`src/rtl/mc_ctrl.sv`:
```
// mc_ctrl: multi-cycle MIPS main controller.
// Sequences FETCH/DECODE/EXEC/MEM/WB for one instruction at a time, decodes
// opcode/funct into datapath controls, counts retired instructions and keeps
// a sticky flag for unsupported encodings.
module mc_ctrl #(
  parameter int unsigned CNT_W = 32
) (
  input  logic             clk,
  input  logic             reset,
  input  logic [5:0]       opcode,
  input  logic [5:0]       funct,
  input  logic             zero,
  output logic             pc_wr,
  output logic             ir_wr,
  output logic [1:0]       npc_sel,
  output logic [1:0]       extop,
  output logic             alu_src,
  output logic [2:0]       alu_op,
  output logic             reg_wr,
  output logic [1:0]       reg_dst,
  output logic [1:0]       wd_sel,
  output logic             mem_wr,
  output logic [2:0]       state,
  output logic             retire,
  output logic [CNT_W-1:0] instr_cnt,
  output logic             illegal
);

  // State encoding is visible on the state port, so it stays fixed.
  localparam logic [2:0] S_FETCH  = 3'b000;
  localparam logic [2:0] S_DECODE = 3'b001;
  localparam logic [2:0] S_EXEC   = 3'b010;
  localparam logic [2:0] S_MEM    = 3'b011;
  localparam logic [2:0] S_WB     = 3'b100;

  localparam logic [5:0] OP_RTYPE = 6'b000000;
  localparam logic [5:0] OP_ORI   = 6'b001101;
  localparam logic [5:0] OP_LUI   = 6'b001111;
  localparam logic [5:0] OP_LW    = 6'b100011;
  localparam logic [5:0] OP_SW    = 6'b101011;
  localparam logic [5:0] OP_BEQ   = 6'b000100;
  localparam logic [5:0] OP_J     = 6'b000010;
  localparam logic [5:0] OP_JAL   = 6'b000011;

  localparam logic [5:0] FN_ADDU  = 6'b100001;
  localparam logic [5:0] FN_SUBU  = 6'b100011;
  localparam logic [5:0] FN_JR    = 6'b001000;

  localparam logic [1:0] NPC_PC4  = 2'b00;
  localparam logic [1:0] NPC_BR   = 2'b01;
  localparam logic [1:0] NPC_JT   = 2'b10;
  localparam logic [1:0] NPC_RS   = 2'b11;

  localparam logic [1:0] EXT_ZERO = 2'b00;
  localparam logic [1:0] EXT_SIGN = 2'b01;
  localparam logic [1:0] EXT_HI   = 2'b10;

  localparam logic [2:0] ALU_ADD  = 3'b000;
  localparam logic [2:0] ALU_SUB  = 3'b001;
  localparam logic [2:0] ALU_OR   = 3'b010;

  localparam logic [1:0] DST_RT   = 2'b00;
  localparam logic [1:0] DST_RD   = 2'b01;
  localparam logic [1:0] DST_RA   = 2'b10;

  localparam logic [1:0] WD_ALU   = 2'b00;
  localparam logic [1:0] WD_DM    = 2'b01;
  localparam logic [1:0] WD_PC4   = 2'b10;

  logic [2:0]       state_q, state_d;
  logic [CNT_W-1:0] cnt_q, cnt_d;
  logic             illegal_q, illegal_d;

  logic is_addu, is_subu, is_jr, is_ori, is_lui;
  logic is_lw, is_sw, is_beq, is_j, is_jal;
  logic is_alu_wb, is_jump, supported;

  logic retire_c;
  logic pc_wr_c, ir_wr_c, reg_wr_c, mem_wr_c;

  // Instruction decode from the (stable) IR fields.
  always_comb begin
    is_addu   = (opcode == OP_RTYPE) && (funct == FN_ADDU);
    is_subu   = (opcode == OP_RTYPE) && (funct == FN_SUBU);
    is_jr     = (opcode == OP_RTYPE) && (funct == FN_JR);
    is_ori    = (opcode == OP_ORI);
    is_lui    = (opcode == OP_LUI);
    is_lw     = (opcode == OP_LW);
    is_sw     = (opcode == OP_SW);
    is_beq    = (opcode == OP_BEQ);
    is_j      = (opcode == OP_J);
    is_jal    = (opcode == OP_JAL);
    is_alu_wb = is_addu | is_subu | is_ori | is_lui;
    is_jump   = is_beq | is_j | is_jal | is_jr;
    supported = is_alu_wb | is_lw | is_sw | is_jump;
  end

  // Next-state, retire pulse and sticky illegal-instruction flag.
  always_comb begin
    state_d   = state_q;
    retire_c  = 1'b0;
    illegal_d = illegal_q;
    case (state_q)
      S_FETCH: begin
        state_d = S_DECODE;
      end
      S_DECODE: begin
        if (supported) begin
          state_d = S_EXEC;
        end else begin
          // Unsupported encodings retire here as a 2-cycle nop.
          state_d   = S_FETCH;
          illegal_d = 1'b1;
          retire_c  = 1'b1;
        end
      end
      S_EXEC: begin
        if (is_lw || is_sw) begin
          state_d = S_MEM;
        end else if (is_alu_wb) begin
          state_d = S_WB;
        end else begin
          state_d  = S_FETCH;
          retire_c = is_jump;
        end
      end
      S_MEM: begin
        if (is_lw) begin
          state_d = S_WB;
        end else begin
          state_d  = S_FETCH;
          retire_c = is_sw;
        end
      end
      S_WB: begin
        state_d  = S_FETCH;
        retire_c = 1'b1;
      end
      default: begin
        state_d = S_FETCH;
      end
    endcase
  end

  // Retired-instruction counter, wraps modulo 2^CNT_W.
  always_comb begin
    cnt_d = cnt_q + CNT_W'(retire_c);
  end

  // Datapath controls; write enables are masked while reset is high.
  always_comb begin
    pc_wr_c  = 1'b0;
    ir_wr_c  = 1'b0;
    reg_wr_c = 1'b0;
    mem_wr_c = 1'b0;
    npc_sel  = NPC_PC4;
    extop    = EXT_ZERO;
    alu_src  = 1'b0;
    alu_op   = ALU_ADD;
    reg_dst  = DST_RT;
    wd_sel   = WD_ALU;
    case (state_q)
      S_FETCH: begin
        ir_wr_c = 1'b1;
        pc_wr_c = 1'b1;
        npc_sel = NPC_PC4;
      end
      S_DECODE: begin
      end
      S_EXEC: begin
        if (is_addu) begin
          alu_op = ALU_ADD;
        end else if (is_subu) begin
          alu_op = ALU_SUB;
        end else if (is_ori) begin
          extop   = EXT_ZERO;
          alu_src = 1'b1;
          alu_op  = ALU_OR;
        end else if (is_lui) begin
          extop   = EXT_HI;
          alu_src = 1'b1;
          alu_op  = ALU_ADD;
        end else if (is_lw || is_sw) begin
          extop   = EXT_SIGN;
          alu_src = 1'b1;
          alu_op  = ALU_ADD;
        end else if (is_beq) begin
          extop   = EXT_SIGN;
          alu_op  = ALU_SUB;
          npc_sel = NPC_BR;
          pc_wr_c = zero;
        end else if (is_j) begin
          npc_sel = NPC_JT;
          pc_wr_c = 1'b1;
        end else if (is_jal) begin
          npc_sel  = NPC_JT;
          pc_wr_c  = 1'b1;
          reg_wr_c = 1'b1;
          reg_dst  = DST_RA;
          wd_sel   = WD_PC4;
        end else if (is_jr) begin
          npc_sel = NPC_RS;
          pc_wr_c = 1'b1;
        end
      end
      S_MEM: begin
        if (is_lw || is_sw) begin
          extop = EXT_SIGN;
        end
        mem_wr_c = is_sw;
      end
      S_WB: begin
        reg_wr_c = 1'b1;
        if (is_addu || is_subu) begin
          reg_dst = DST_RD;
          wd_sel  = WD_ALU;
          alu_op  = is_subu ? ALU_SUB : ALU_ADD;
        end else if (is_ori) begin
          reg_dst = DST_RT;
          wd_sel  = WD_ALU;
          extop   = EXT_ZERO;
          alu_src = 1'b1;
          alu_op  = ALU_OR;
        end else if (is_lui) begin
          reg_dst = DST_RT;
          wd_sel  = WD_ALU;
          extop   = EXT_HI;
          alu_src = 1'b1;
          alu_op  = ALU_ADD;
        end else if (is_lw) begin
          reg_dst = DST_RT;
          wd_sel  = WD_DM;
          extop   = EXT_SIGN;
        end
      end
      default: begin
      end
    endcase

    pc_wr  = pc_wr_c  & ~reset;
    ir_wr  = ir_wr_c  & ~reset;
    reg_wr = reg_wr_c & ~reset;
    mem_wr = mem_wr_c & ~reset;
    retire = retire_c & ~reset;
  end

  // State, counter and sticky flag registers with asynchronous reset.
  always_ff @(posedge clk or posedge reset) begin
    if (reset) begin
      state_q   <= S_FETCH;
      cnt_q     <= '0;
      illegal_q <= 1'b0;
    end else begin
      state_q   <= state_d;
      cnt_q     <= cnt_d;
      illegal_q <= illegal_d;
    end
  end

  assign state     = state_q;
  assign instr_cnt = cnt_q;
  assign illegal   = illegal_q;

endmodule

```
`config.mk`:
```
export PLATFORM = sky130hd
export DESIGN_NAME = mc_ctrl
export DESIGN_NICKNAME = d
export VERILOG_FILES = /design/src/rtl/mc_ctrl.sv
export SDC_FILE = /design/constraint.sdc
export NUM_CORES = 1
export LEC_CHECK = 0
export ABC_CLOCK_PERIOD_IN_PS = 7400
export CAP_MARGIN = 10
export CORE_UTILIZATION = 51
export CTS_BUF_LIST = sky130_fd_sc_hd__clkbuf_2
export CTS_CLUSTER_DIAMETER = 60
export DETAILED_ROUTE_END_ITERATION = 6
export PLACE_DENSITY = 0.88
export SLEW_MARGIN = 10
export SYNTH_ARGS = -nofsm -noshare
export SYNTH_HDL_FRONTEND = slang
export SYNTH_SLANG_ARGS = --single-unit
```
`constraint.sdc`:
```
create_clock -name clk -period 7.4 [get_ports clk]
set_input_delay 0.74 -clock clk [delete_from_list [all_inputs] [get_ports clk]]
set_output_delay 0.74 -clock clk [all_outputs]
set_load 0.02 [all_outputs]
```
==> flow_summary.toml <==
[yosys]
asyncSetResetFlopFracSynth_pct = 100
synth.cell_area_sq_um = 2000
synth_area_leaders = "dfrtp_1 (45%), xnor2_1 (9.2%), xor2_1 (3.9%)"
most_area_hungry_cell_type_in_the_yosys_netlist = "dfrtp_1"
synthesis.yosys.warnings = 0
seq_area_frac_synth_pct = 45.0
post-synth-top-count-cell = "dfrtp_1"
synth_top_area_share_pct = 45.0
syn_area_per_cell_sq_um = 10.2
postSynthCellCount = 197
count_of_flip_flops_with_a_built_in_enable_after_synthesis = 0
ys_top_cells_by_count = "dfrtp_1 (36), xnor2_1 (21), nor2_1 (15)"
synthDistinctLibCells = 49
syn-num-nets = 214
synth_ff_type = "dfrtp_1"
ys_ff_latch = 36

[global_route]
grt_start_max_net_pins = 24
grt_pass1_wl_microns = 7950
grt_usage_pct = 25.2
first_global_vias = 1626
globalRouteOverflowTotal = 0
grt_antenna_before_repair = 0

[critical_path]
r2r.worst_path.cells = 12
worstSetupStartpointType = "primary input"
timing.rr.end = "instr_cnt[14]$_DFF_PP0_"
cp_data_arrival_time_ns = 3.14
timing.critical_path.fanout_max = 6
critical_path.endpoint_type = "output port"
reg2reg_from = "state[2]$_DFF_PP0_"
worst-endpoint-required_ns = 6.66
reg2reg_slack_ns = 4.32
type_of_the_worst_setup_path = "in2out"

[final_layout]
area_growth_pct = 37.5
design_area_sq_um = 2750
layout_cells_excl_fill = 313
antenna_cells_inserted = 0
drive_above_1_share_pct = 9.06
nets = 281

[pwr]
total_power_uw = 545
power_spent_charging_and_discharging_nets_uw = 185
peakVddDrop_mv = 0.159
switching_share_pct = 34.0
seq_power_share_pct = 46.5
comb_power_share_pct = 30.6
clock_power_share_pct = 22.9
power.density_cell_area_nw_per_um2 = 198
static_leak_uw = 0.00115
internal_power_uw = 359

[floorplanning]
y_dimension_of_the_die_microns = 64.6
width_of_the_chip_microns = 64.6
floorplan.core_area_sq_um = 3720
num_rows = 22
initial_utilization_pct = 53.8
pin_count = 68
total_die_area_sq_um = 4180

[clock_tree]
cts_setup_buffers = 0
post_cts_resized = 0
clock_tree.htree_level_count = 2
latest_clock_arrival_within_the_worst_skew_pair_ns = 0.40
hold_buffers = 0
cts-root-to-sink-buffers = 2
path_clk_slew_ns = 0.19
tritoncts_buffer_count = 5
cts_sinks = 36
cts_root_buffer = "clkbuf_2"
clock_tree_from_tritoncts = "built"

[drt]
detailroute.via_count = 1746
routedWlPerCell_microns = 14.9
first_pass_iters = 4
vias_per_cell = 5.58
drt_first_iter_violations = 69
ant_nets = 0
drc = 0
drt-total-wl_microns = 4660

[sta]
grt_setup_unrepaired = "no"
max_freq_ghz = 0.257
timing_hold_violations_final = 0
slew_headroom_pct = 65.6
final.period_utilization_pct = 52.5
final.setup_skew_ns = 0.0170
worst-slew-pin-transition_ns = 0.515
final.min_clock_period_ns = 3.88
setup_total_negative_slack_ns = 0
post-route-worst-setup-slack_ns = 3.52
finalSetupViolations = 0
final-max-slew-violation-count = 0

[placed_design]
place.port_buffers = 66
place_hpwl_microns = 3470
dp_cells = 305
dpl_worst_slack_ns = 3.50
routabilityCongestion = 0.936
placement.cell_area_sq_um = 2690

[flow_run]
max-cap-violations = 0

[hold_path]
min_delay_worst_endpoint = "instr_cnt[31]$_DFF_PP0_"
hold_depth = 1
hold_path_class = "reg2reg"
worst_hold_startpoint = "instr_cnt[31]$_DFF_PP0_"

[run_status]
status = "complete, no violations"
==> power groups by stage <==
stage                     logic (uW)  registers, uW  clock network, uW
after floorplan                 72.9            270                  0
after global placement           166            255                  0
after detailed placement         166            256                  0
after CTS                        168            253                129
after global routing             179            257                138
final                            167            253                125
==> stage by stage <==
stage | util [%] | hold slack, ns
floorplan | - | 0.565
global placement | 72.3 | 0.459
detailed placement | 72.3 | 0.466
CTS | 74.0 | 0.505
global route | 74.0 | 0.507
finish | 74.0 | 0.497
==> worst max-delay path by stage <==
stage / start / end / slack (ns) / cells after the start
finish: opcode[2] / pc_wr / 3.52 / 7
detailed placement: opcode[3] / instr_cnt[14]$_DFF_PP0_ / 3.50 / 13
CTS: opcode[3] / pc_wr / 3.53 / 7
global placement: opcode[1] / pc_wr / 3.56 / 7
global route: opcode[2] / pc_wr / 3.40 / 7
floorplan: funct[1] / instr_cnt[14]$_DFF_PP0_ / 4.31 / 13
==> sequential cells by signal (all words and copies together), names as in the netlist <==
register,cells
instr_cnt,32
state,3
illegal,1
==> cells by family (layout without fill, tap and decap cells) <==
group                    count (synthesis)  after routing  share of synthesized area (%)
other                                    1              1                          0.187
adder cells (fa/ha/maj)                  2              2                           1.25
AO/OA/AOI/OAI                           23             23                           8.13
flip-flops                              36             36                           45.0
AND/OR/NAND/NOR                         95             95                           29.6
XOR/XNOR                                30             30                           13.1
buffers and inverters                   10             78                           2.69
==> final cells by class <==
class                   count  area [sq um]
clock inverters             2          35.0
multi-input cells         151          1050
well taps                  48          60.1
flip-flops and latches     36           901
repair buffers             67           668
inverters                   3          11.3
fillers                   292           965
clock buffers               6          30.0
==> layout by cell type (no fill, tap or decap), types with 6 or more instances in the layout <==
cell type         n
and3_1            6
nand3_1          14
xnor2_1          21
clkbuf_2          6
clkdlybuf4s50_1  66
nor2_1           15
dfrtp_1          36
nand4_1           6
nand2_1          13
xor2_1            9
==> worst max-delay path, stage by stage <==
cell             delay (ns)
clkdlybuf4s50_1        0.51
nor4_2                 0.40
nand3_1                0.20
nand2_1                0.14
o21ai_1                0.12
a2111oi_2              0.36
clkdlybuf4s50_1        0.67
==> metal layers <==
metal	routed length [microns]	track usage, %
met5	0	0
met4	74	9.17
met3	208	5.28
met1	2130	33.3
met2	2250	40.7
(Power assumes the default switching activity.)
